File: config.mk
export PLATFORM = sky130hd
export DESIGN_NAME = lap_fifo_apb
export DESIGN_NICKNAME = d
export VERILOG_FILES = /design/src/rtl/lap_fifo_apb.sv
export SDC_FILE = /design/constraint.sdc
export NUM_CORES = 1
export LEC_CHECK = 0
export ABC_AREA = 0
export BUFFER_PORTS_ARGS = -buffer_cell sky130_fd_sc_hd__buf_4
export CORE_MARGIN = 4
export CORE_UTILIZATION = 55
export DETAILED_ROUTE_END_ITERATION = 10
export HOLD_SLACK_MARGIN = 0.06
export PLACE_DENSITY = 0.84
export SYNTH_ARGS = -nofsm -noshare
export SYNTH_HDL_FRONTEND = slang
export SYNTH_SLANG_ARGS = --single-unit
File: constraint.sdc
create_clock -name iPCLK -period 3.5 [get_ports iPCLK]
set_input_delay 0.35 -clock iPCLK [delete_from_list [all_inputs] [get_ports iPCLK]]
set_output_delay 0.35 -clock iPCLK [all_outputs]
set_load 0.01 [all_outputs]
File: src/rtl/lap_fifo_apb.sv
// -----------------------------------------------------------------------------
// lap_fifo_apb
//   Lap-time buffer with an APB slave register interface. It captures every
//   lap record from the stopwatch core together with its lap index in a
//   circular buffer. Software reads the laps oldest-first (POP) or by logical
//   index. Pointers, count, full, empty and a sticky overflow flag are kept
//   locally. When a lap arrives while the buffer is full, the oldest entry is
//   overwritten.
//
//   Entry word: {lap_addr[3:0], 2'b00, lap[25:0]}
//
//   Register map (byte addresses, bits [1:0] ignored):
//     0x00 STATUS (RO): [3:0] count, [4] empty, [5] full, [6] OVF, [7] IRQ_EN
//     0x04 CTRL   (W) : bit0 CLEAR, bit1 OVF_CLR, bit2 IRQ_EN; reads 0
//     0x08 POP    (RO): oldest entry, removed on completion; 0 when empty
//     0x40+4*i    (RO): entry at logical index i (0 = oldest); 0 if i >= count
//
//   Every APB transfer has exactly one wait state. Read data is captured at
//   the end of the first access cycle and held while oPREADY is high. Side
//   effects commit on the edge that ends the oPREADY cycle.
//
//   Optional feature: define LAP_IRQ_EN to add the oIRQ level interrupt,
//   oIRQ = IRQ_EN & (~empty | OVF), registered.
//
// Ports:
//   iPCLK     in   system clock, rising edge
//   iRESETn   in   synchronous active-low reset
//   lap_wr    in   one-cycle strobe, lap/lap_addr valid
//   lap       in   26-bit lap record {hour, min, sec, sub_sec}
//   lap_addr  in   4-bit stopwatch lap index
//   iPSEL, iPENABLE, iPWRITE, iPADDR, iPWDATA   APB request
//   oPRDATA   out  registered read data
//   oPREADY   out  registered transfer-complete
//   oIRQ      out  level interrupt (LAP_IRQ_EN builds only)
// -----------------------------------------------------------------------------
module lap_fifo_apb #(
  parameter int DEPTH  = 10,
  parameter int ADDR_W = 8
) (
  input  logic              iPCLK,
  input  logic              iRESETn,
  input  logic              lap_wr,
  input  logic [25:0]       lap,
  input  logic [3:0]        lap_addr,
  input  logic              iPSEL,
  input  logic              iPENABLE,
  input  logic              iPWRITE,
  input  logic [ADDR_W-1:0] iPADDR,
  input  logic [31:0]       iPWDATA,
  output logic [31:0]       oPRDATA,
  output logic              oPREADY
`ifdef LAP_IRQ_EN
  ,
  output logic              oIRQ
`endif
);

  localparam int WORD_W = ADDR_W - 2;

  localparam logic [WORD_W-1:0] WA_STATUS   = WORD_W'(0);
  localparam logic [WORD_W-1:0] WA_CTRL     = WORD_W'(1);
  localparam logic [WORD_W-1:0] WA_POP      = WORD_W'(2);
  localparam logic [WORD_W-1:0] WA_IDX_BASE = WORD_W'(16);

  localparam logic [3:0] DEPTH_C  = 4'(DEPTH);
  localparam logic [3:0] LAST_PTR = 4'(DEPTH - 1);

  typedef enum logic {
    APB_IDLE,  // waiting for an access phase
    APB_DONE   // wait state served; oPREADY high, side effects commit at edge
  } apb_state_t;

  apb_state_t state, state_next;

  // Storage and bookkeeping
  logic [31:0] mem [DEPTH];
  logic [3:0]  wr_ptr;
  logic [3:0]  rd_ptr;
  logic [3:0]  count;
  logic        ovf;
  logic        irq_en;
  logic        pop_ok;  // FIFO held data when the POP read was sampled

  logic full;
  logic empty;
  assign full  = (count == DEPTH_C);
  assign empty = (count == 4'd0);

  // APB decode
  logic [WORD_W-1:0] word;
  logic [WORD_W-1:0] idx_off;
  logic              in_idx;
  logic [4:0]        slot_sum;
  logic [3:0]        slot;
  logic              apb_access;
  logic              sample;
  logic              commit;

  assign word       = iPADDR[ADDR_W-1:2];
  assign idx_off    = word - WA_IDX_BASE;
  assign in_idx     = (word >= WA_IDX_BASE) && (idx_off < WORD_W'(count));
  // Logical index -> physical slot; rd_ptr + i stays below 2*DEPTH, so one
  // conditional subtract is enough for the wrap.
  assign slot_sum   = {1'b0, rd_ptr} + {1'b0, idx_off[3:0]};
  assign slot       = (slot_sum >= 5'(DEPTH)) ? 4'(slot_sum - 5'(DEPTH)) : slot_sum[3:0];
  assign apb_access = iPSEL & iPENABLE;
  assign sample     = (state == APB_IDLE) & apb_access;
  assign commit     = (state == APB_DONE) & apb_access;

  assign oPREADY = (state == APB_DONE);

  // Write data bits that carry no function, and the byte-lane address bits.
  logic unused_bits;
  assign unused_bits = ^{iPWDATA, iPADDR[1:0]};

  function automatic logic [3:0] ptr_inc(input logic [3:0] p);
    return (p == LAST_PTR) ? 4'd0 : p + 4'd1;
  endfunction

  // Next-state and command decode
  logic        do_clear;
  logic        do_ovf_clr;
  logic        do_pop;
  logic        wr_en;
  logic        overflow;
  logic [31:0] rdata;

  always_comb begin
    // NOTE: every signal assigned here gets a default first, so no path can
    // leave one unassigned and infer a latch.
    state_next = state;
    do_clear   = 1'b0;
    do_ovf_clr = 1'b0;
    do_pop     = 1'b0;
    rdata      = '0;

    unique case (state)
      APB_IDLE: if (apb_access) state_next = APB_DONE;
      APB_DONE: state_next = APB_IDLE;
      default:  state_next = APB_IDLE;
    endcase

    if (commit) begin
      if (iPWRITE && word == WA_CTRL) begin
        do_clear   = iPWDATA[0];
        do_ovf_clr = iPWDATA[1];
      end
      if (!iPWRITE && word == WA_POP) do_pop = pop_ok;
    end

    if (!iPWRITE) begin
      if (word == WA_STATUS) begin
        rdata = {24'h0, irq_en, ovf, full, empty, count};
      end else if (word == WA_POP) begin
        if (!empty) rdata = mem[rd_ptr];
      end else if (in_idx) begin
        rdata = mem[slot];
      end
    end
  end

  // CLEAR beats a coincident lap; a POP on the same edge frees the slot the
  // incoming lap needs, so that case is not an overflow.
  assign wr_en    = lap_wr & ~do_clear;
  assign overflow = wr_en & full & ~do_pop;

  always_ff @(posedge iPCLK) begin
    // NOTE: state registers use non-blocking assignments so every flop sees
    // the pre-edge values of the others, matching real hardware.
    if (!iRESETn) begin
      state   <= APB_IDLE;
      wr_ptr  <= 4'd0;
      rd_ptr  <= 4'd0;
      count   <= 4'd0;
      ovf     <= 1'b0;
      pop_ok  <= 1'b0;
      oPRDATA <= '0;
    end else begin
      state   <= state_next;
      oPRDATA <= sample ? rdata : 32'h0;
      if (sample) pop_ok <= ~empty;

      if (do_clear) begin
        wr_ptr <= 4'd0;
        rd_ptr <= 4'd0;
        count  <= 4'd0;
        ovf    <= 1'b0;
      end else begin
        if (wr_en) wr_ptr <= ptr_inc(wr_ptr);
        if (do_pop || overflow) rd_ptr <= ptr_inc(rd_ptr);

        unique case ({wr_en, do_pop})
          2'b10:   if (!full) count <= count + 4'd1;
          2'b01:   count <= count - 4'd1;
          default: ;
        endcase

        // A new overflow wins over a same-edge OVF_CLR.
        if (overflow)        ovf <= 1'b1;
        else if (do_ovf_clr) ovf <= 1'b0;
      end
    end
  end

  // NOTE: the entry storage has no reset; an entry is only readable once the
  // count covers it, so stale contents never reach the bus.
  always_ff @(posedge iPCLK) begin
    if (wr_en) mem[wr_ptr] <= {lap_addr, 2'b00, lap};
  end

`ifdef LAP_IRQ_EN
  always_ff @(posedge iPCLK) begin
    if (!iRESETn) begin
      irq_en <= 1'b0;
      oIRQ   <= 1'b0;
    end else begin
      if (commit && iPWRITE && word == WA_CTRL) irq_en <= iPWDATA[2];
      oIRQ <= irq_en & (~empty | ovf);
    end
  end
`else
  assign irq_en = 1'b0;
`endif

endmodule

==> impl_results.md, run 1 <==
* Crit-path slowest cell: fa_1
* Boundary Pins at between 100 and 150
* TritonCTS clock tree: done
* Row cnt at between 60 and 70
* Period utilization at roughly 95%
* Worst-margin pin slew at about 1.3 ns
* Resized cells post-CTS at 0
* Mapped Cells at between 1,000 and 1,500
* Vias/cell at between 6 and 7
* Worst Clk Skew at roughly 0.03 ns
* Number of buffers created by CTS at 37
* Crit Path Max Fanout at 14
* Largest net degree at the start of global routing at between 50 and 60
* Global-route wire length before repair at between 70,000 and 80,000 um
* Seq/Total Area, Yosys at between 50% and 60%
* Worst VDD drop at between 0.3 and 0.4 mV
* Final Hold Viols at 0
* CP Cell Sequence: ha_4 > fa_1 > xor2_2 > inv_1 > ha_1 > o31a_1 > o21ai_2 > buf_12 > nand3b_1 > buf_4 > nor2_1 > nor3b_1 > a211oi_1
* Yosys warns at 0
* DRC Markers at 0
* Final Setup Violations at 0
* Layout Utilization at between 60% and 70%
* Clock Sinks at between 300 and 400
* Slew Limit Fails at 0
* Total of max-cap violations at 0
* Worst skew pair latency at 0.53 ns
* Sum Neg Setup Slack at 0 ns
* Initial antenna violation count at 2
* Number of port buffers at 74
* Async SR Flop Fraction at 0%
* 1st-iter DRT viols at approximately 1,400
* Register area at ~10000 um2
* Starting Density at between 50% and 60%
* Relative slew slack at between 10 and 15%
* Area grow syn2layout at 15.1%
* Area contributors post-synth: edfxtp_1, mux4_2, mux2i_1
* Syn avg cell area at 14.3 um2
* Post-Route WL at around 46,000 um
* Synth unique cells at just over 60
* Die area at 34,400 um2
* Crit end category: flip-flop
* EDFF count, synth at 300
* Hold WS at ~0.073 ns
* Post-synth top flop: edfxtp_1
* Layout fillers at 2,055
* Proportion of layout cells with a drive suffix above 1 at a little over a quarter
* Area share of the largest cell type after synthesis at between 50% and 60%
* Wire per inst at roughly 27 um
* Post-DP HPWL at 26,400 um
* Power per cell area at ~460 nW/um2
* Root buf cell: clkbuf_16
* H-tree levels at 2
* CTS max path bufs at 3
* Status: complete, no violations
* GR Util All Layers at 27.1%
* CP Class: flip-flop to flip-flop
* Fin crit period at between 3 and 4 ns
* Hold Crit Class: primary input to flip-flop
* Unrepaired setup endpoints after global routing: false
* Lkg Pwr at between 6 and 7 nW
* Final nets at 1,384
* Die Ht at 185 um
* Final ANT Viol Nets at 0
* Crit path arrival time at about 3.7 ns
* Startpoint types: flip-flop
* Clock Pin Slew Worst Setup and Hold Paths at 0.06 ns
* Max stage delay on crit path at roughly 0.46 ns
* GPL Wtd Cong at about 0.84
* Number of global-route vias before repair at 12,400
* Multi-input gate area in the final layout at ~7000 um2
* Achievable Freq at 0.300 GHz
* Core region area at approximately 30,000 um2
* DR pass1 iterations at 6
* Post-synthesis cell area at 17,300 um2
* GRT overflow at 0
* Required @ worst endpoint at 3.89 ns
* Flops & latches, synth at 349
* Vias at ~12,000
* Cell accounting for the most synthesized area: edfxtp_1
* Die span in x at 185 um
[synthesized netlist by cell type (4+ instances only)]
master and count:
nor3b_1 25, ha_1 10, dfxtp_1 49, a2111oi_0 22, a21o_1 6, xnor2_1 4
o21ai_0 46, o21a_1 4, mux4_2 90, nand3_1 9, nor3_1 10, a21oi_1 47
mux2_2 30, nand2_1 39, a31oi_1 4, buf_1 10, a211oi_1 23, nor2b_1 4
nor2_1 125, a2111oi_2 21, mux2i_1 144, edfxtp_1 300, clkbuf_1 58, buf_2 15
inv_1 9, o22ai_1 52
[worst max-delay path: cells and delay by family, from the launching register on]
kind	cells	cell delay, ns
AOI/OAI and AO/OA	3	0.54
xor gates and xnor gates	1	0.22
adders and majority gates	3	0.93
buffers and inverters	3	0.64
DFF	1	0.36
and+or+nand+nor	3	0.51
[path summary, 6_finish.rpt]
kind / to / start / depth (start not counted) / slack (ns)
hold / removal: mem[7][27] / lap_addr[1] / 1 / 0.07
setup reg to reg: oPRDATA[19] / rd_ptr[0] / 13 / 0.17
setup / recovery: oPRDATA[19] / rd_ptr[0] / 13 / 0.17
hold reg to reg: ovf / ovf / 2 / 0.51
[metrics by stage]
| stage | setup WS (ns) | total power [mW] | area (um2) | cells |
|---|---|---|---|---|
| 2_1_floorplan | 0.141 | 5.15 | 17300 | 1212 |
| 3_3_place_gp | 0.180 | 5.41 | 18700 | 1649 |
| 3_5_place_dp | 0.0809 | 5.45 | 18700 | 1649 |
| 4_1_cts | 0.204 | 9.14 | 19900 | 1719 |
| 5_1_grt | 0.0159 | 9.39 | 19900 | 1721 |
| 6_report | 0.167 | 9.12 | 19900 | 1721 |
[state kept, by name, indices dropped and copies added (netlist names), named ones only]
name	cells
mem	300
oPRDATA	30
count	4
rd_ptr	4
wr_ptr	4
oPREADY	1
ovf	1
pop_ok	1
[power breakdown]
group          switching (mW)  leakage [nW]  total (mW)  internal, mW
registers              0.0421          3.12        4.63          4.59
clock network            1.57         0.572        3.73          2.16
logic                   0.443          2.94       0.755         0.312
[logic make-up (layout without fill, tap and decap cells)]
| logic type | Yosys count | after routing | share of synthesized area [%] |
|---|---|---|---|
| AO/OA/AOI/OAI | 242 | 242 | 10.0 |
| XOR/XNOR | 7 | 7 | 0.398 |
| adder cells (fa/ha/maj) | 12 | 12 | 0.954 |
| buffers and inverters | 97 | 209 | 2.39 |
| flip-flops | 349 | 349 | 57.7 |
| multiplexers | 264 | 264 | 22.0 |
| other | 1 | 3 | 0.0217 |
| AND/OR/NAND/NOR | 239 | 239 | 6.48 |
[layer usage]
layer  vias to the layer above  track usage, %  part of all wire (%)
met5                         -               0                 0.043
met4                         2            14.4                   4.9
met3                       184            5.18                    10
met2                       771            44.8                    49
met1                      5911            34.1                    36
li1                       5032               -                     -
[area by class of cell]
| type | instances | area share (%) |
|---|---|---|
| Timing Repair Buffer | 133 | 5.93 |
| Antenna cell | 1 | 0.0126 |
| Sequential cell | 349 | 50.2 |
| Multi-Input combinational cell | 766 | 35.4 |
| Clock inverter | 16 | 0.597 |
| Inverter | 9 | 0.170 |
| Clock buffer | 51 | 5.23 |
| Tap cell | 396 | 2.49 |
[placed cells by master (no fill, tap or decap), types with 3 or more instances in the layout]
cell / n
o22ai_1: 52
a21oi_1: 43
nor2_1: 120
and3_1: 3
xnor2_1: 4
mux2_2: 30
a2111oi_0: 22
edfxtp_1: 300
clkinv_2: 9
clkinv_1: 3
dlygate4sd3_1: 3
nand2b_1: 3
a21o_1: 6
nor2_4: 5
ha_1: 9
buf_4: 116
buf_12: 14
dfxtp_1: 46
mux2i_1: 143
o21ai_0: 45
clkbuf_16: 39
nor2b_1: 4
inv_1: 9
nand2_1: 39
nor3b_1: 23
nand3_1: 9
a31oi_1: 4
clkbuf_1: 10
or2_2: 3
a2111oi_2: 21
o21a_1: 4
a211oi_1: 23
nor3_1: 7
mux4_2: 90
a21oi_2: 3
or3_1: 3
[repair_timing]
action	CTS	global route
setup endpoints to repair	0	3
hold buffers	3	0
buffers inserted	0	1
hold endpoints to repair	22	0
Note: power is estimated with default switching activity, not from simulation.
==> inputs of run 2 (changes only) <==
- ABC_AREA: 0 -> 1
==> run 2 against run 1 <==
  * Sequential share of layout area increased by 0.44 points
  * Critical path type unchanged
  * Critical path depth grew 4
  * Clock skew shrank 0.0084 ns
  * Largest power group unchanged
  * Synthesized cell count rose by 59%
  * Clock power about the same
  * Combinational power is 4.1% higher
  * Global-route usage grew 0.92 points
  * Maximum frequency up 3.6%
  * Clock-buffer cell count rose by 2
  * Cell count up 39%
==> impl_results.md, run 2 <==
* Resized cells post-CTS at 0 (unchanged)
* Simple-gate area share of the yosys netlist at 16.5% (+10 points)
* DR pass1 iterations at 6 (unchanged)
* Crit end category: flip-flop
* Commonest non-fill, non-tap cell in the layout: nand2_1
* Startpoint types: flip-flop
* Final Hold Viols at 0 (unchanged)
* Syn avg cell area at 9.06 um2 (-37%)
* Period utilization at 91.9% (-3.3 points)
* Total of max-cap violations at 0 (unchanged)
* Largest net degree at the start of global routing at 105 (+110%)
* CP Class: flip-flop to flip-flop
* Final nets at 2,060 (+49%)
* Final Setup Violations at 0 (unchanged)
* CP top delay family: simple AND/OR/NAND/NOR gates
* Seq/Total Area, Yosys at 57.3% (-0.37 points)
* Synth unique cells at 42 (-31%)
* Proportion of layout cells with a drive suffix above 1 at 11.0% (-16 points)
* 1st-iter DRT viols at 2,142 (+50%)
* Async SR Flop Fraction at 0% (unchanged)
* Final ANT Viol Nets at 0 (unchanged)
* Mapped Cells at 1,923 (+59%)
* Required @ worst endpoint at 3.91 ns (+0.02 ns)
* Mux contribution to synthesized area at 0.230% (-22 points)
* TritonCTS clock tree: done
* Crit Path Max Fanout at 23 (+9)
* Lkg Pwr at 7.72 nW (+17%)
* Buf/Inv on CP at 2 (-1)
* Post-synth top flop: edfxtp_1
* Die Ht at 186 um (+0.31%)
* Vias/cell at 6.19 (-10%)
* Most frequent cells in the layout: nand2_1, edfxtp_1, o21ai_0
* Max reg flops at 300 (unchanged)
* Crit path arrival time at 3.63 ns (-0.09 ns)
* Row cnt at 64 (unchanged)
* Setup WS post-layout at 0.284 ns (+0.116 ns)
* Global-route wire length before repair at 75,900 um (+7.8%)
* Relative slew slack at 25.8% (+11 points)
* Max stage delay on crit path at 0.39 ns (-0.07 ns)
* Number of buffers created by CTS at 37 (unchanged)
* Crit-path slowest cell: dfxtp_1
* Flops & latches, synth at 349 (unchanged)
* Biggest register: mem
* GPL Wtd Cong at 0.845 (+0.81%)
* Sw Ratio at 23.5% (+1.0 points)
* Post-synthesis cell area at 17,400 um2 (+0.65%)
* Boundary Pins at 109 (unchanged)
* Wire per inst at 20.5 um (-24%)
* Worst Clk Skew at 0.0210 ns (-0.00835 ns)
* Area grow syn2layout at 13.3%
* Achievable Freq at 0.311 GHz (+3.6%)
* Fin crit period at 3.22 ns (-0.116 ns)
* Clock Pin Slew Worst Setup and Hold Paths at 0.06 ns (about the same)
* Top Registers: mem: 300 flops, oPRDATA: 30 flops
* CP Cell Sequence: ha_4 > fa_1 > nand2_1 > nand2_1 > inv_1 > ha_1 > nand2_1 > nand3_2 > nand2_4 > nand2_4 > buf_4 > nand3_1 > nand3_1 > nand2_1 > nand2_1 > nand2_1 > a21oi_1
* Area contributors post-synth: edfxtp_1, o21ai_0, nand2_1
* Area share of the largest cell type after synthesis at 51.7% (-0.34 points)
* Dpl cells at 2,308 (+40%)
* Status: complete, no violations
* Layout Cells excl Fill at 2,397 (+39%)
* Core region area at 30,900 um2 (+0.26%)
* CP most frequent cell: nand2_1
* Worst VDD drop at 0.430 mV (+28%)
* Pint at 6.96 mW (-1.5%)
* GRT overflow at 0 (unchanged)
* Hold Crit Class: primary input to flip-flop
* Most frequent cell after synthesis: nand2_1
* Post-Route WL at 49,100 um (+5.8%)
* Net Switching at 2.14 mW (+4.5%)
* Xor/xnor share of the synthesized area at 0.101% (-0.30 points)
* Sequential power share at 50.6% (-0.2 points)
* Die span in x at 186 um (+0.31%)
* Clock Sinks at 349 (unchanged)
* Setup WS pre-CTS at 0.311 ns (+0.230 ns)
* Power per cell area at 461 nW/um2 (+0.74%)
* Root buf cell: clkbuf_16
* Yosys warns at 0 (unchanged)
* Number of port buffers at 74 (unchanged)
* Starting Density at 56.4% (+0.22 points)
* Initial antenna violation count at 0 (-2)
* Total power at 9.10 mW (-0.15%)
* Clock power share at 40.8% (about the same)
* Worst skew pair latency at 0.55 ns (+0.02 ns)
* Die area at 34,600 um2 (+0.62%)
* GR Util All Layers at 28.0% (+0.92 points)
* Adder-cell area share of the yosys netlist at 0.948% (-0.0062 points)
* CTS max path bufs at 3 (unchanged)
* H-tree levels at 2 (unchanged)
* Top cells by count, synth: nand2_1, edfxtp_1, o21ai_0
* Cell accounting for the most synthesized area: edfxtp_1
* Layout Utilization at 63.9% (-0.74 points)
* Layout fillers at 2,294 (+12%)
* Logic pwr share at 8.6% (+0.3 points)
* Unrepaired setup endpoints after global routing: false
* Sum Neg Setup Slack at 0 ns (unchanged)
* Worst-margin pin slew at 1.11 ns (-0.164 ns)
* Slew Limit Fails at 0 (unchanged)
* DRC Markers at 0 (unchanged)
* Number of global-route vias before repair at 14,700 (+19%)
* EDFF count, synth at 300 (unchanged)
* Synth Area in Compound Gates at 17.0% (+6.9 points)
* Post-DP HPWL at 27,100 um (+2.8%)
* Antenna cells at 0 (-1)
* Vias at 14,800 (+25%)
* Combinational family with the most area after synthesis: compound AO/OA/AOI/OAI gates
[run 2: cell count changes after synthesis, moves of 90 or more]
cell,before,now
mux2i_1,144,4
o21ai_0,46,293
mux4_2,90,0
inv_1,9,178
a21oi_1,47,196
nand2_1,39,320
nand3_1,9,179
[run 2: logic make-up after synthesis]
group,Yosys count
and+or+nand+nor,673
muxes,4
DFF,349
adders and majority gates,12
xor gates and xnor gates,2
buffers and inverters,320
AOI/OAI and AO/OA,562
other,1
[run 2: layout make-up]
cell class	instances	area, um2	share of cell area, %
sequential	349	9990	50.6
multi-input combinational	1255	6170	31.3
timing repair buffer	142	1230	6.24
clock buffer	53	1020	5.19
inverter	187	703	3.56
tap	396	495	2.51
clock inverter	15	119	0.602
[run 2: metal layers]
metal / vias to the layer above / routed length, um / GRT usage (%)
met5: - / 0 / 0
met4: 0 / 2420 / 14.8
met3: 230 / 6760 / 5.63
met2: 1140 / 22400 / 44.3
met1: 6747 / 17500 / 36.8
li1: 6723 / - / -
[run 2: stage by stage]
step / cell area (um2) / hold WS, ns
after CTS: 19700 / 0.0610
final: 19700 / 0.0682
after detailed placement: 18400 / 0.485
after global placement: 18400 / 0.455
after global routing: 19700 / 0.0608
after floorplan: 17400 / 0.439
[run 2: final timing paths]
kind / from / endpoint / slack, ns / cells past startpoint
min: lap[10] / mem[8][10] / 0.07 / 1
max: rd_ptr[0] / oPRDATA[7] / 0.28 / 17
min reg2reg: wr_ptr[0] / wr_ptr[0] / 0.49 / 2
max reg2reg: rd_ptr[0] / oPRDATA[7] / 0.28 / 17
[run 2: repair_timing]
action | CTS | global route
hold endpoints to repair | 184 | 0
buffers inserted | 0 | 0
hold buffers | 21 | 0
[run 2: worst reg2reg max path, stage by stage (launching register included)]
cell and delay, ns:
dfxtp_1 0.39, ha_4 0.21, fa_1 0.39, nand2_1 0.11
nand2_1 0.13, inv_1 0.13, ha_1 0.19, nand2_1 0.07
nand3_2 0.12, nand2_4 0.11, nand2_4 0.24, buf_4 0.37
nand3_1 0.12, nand3_1 0.11, nand2_1 0.05, nand2_1 0.05
nand2_1 0.05, a21oi_1 0.25
[run 2: power groups by stage]
stage	registers, mW	clock network [mW]	logic, mW
6_report	4.60	3.71	0.786
3_5_place_dp	4.69	0	0.737
3_3_place_gp	4.68	0	0.710
5_1_grt	4.60	3.92	0.850
2_1_floorplan	4.69	0	0.466
4_1_cts	4.60	3.74	0.765
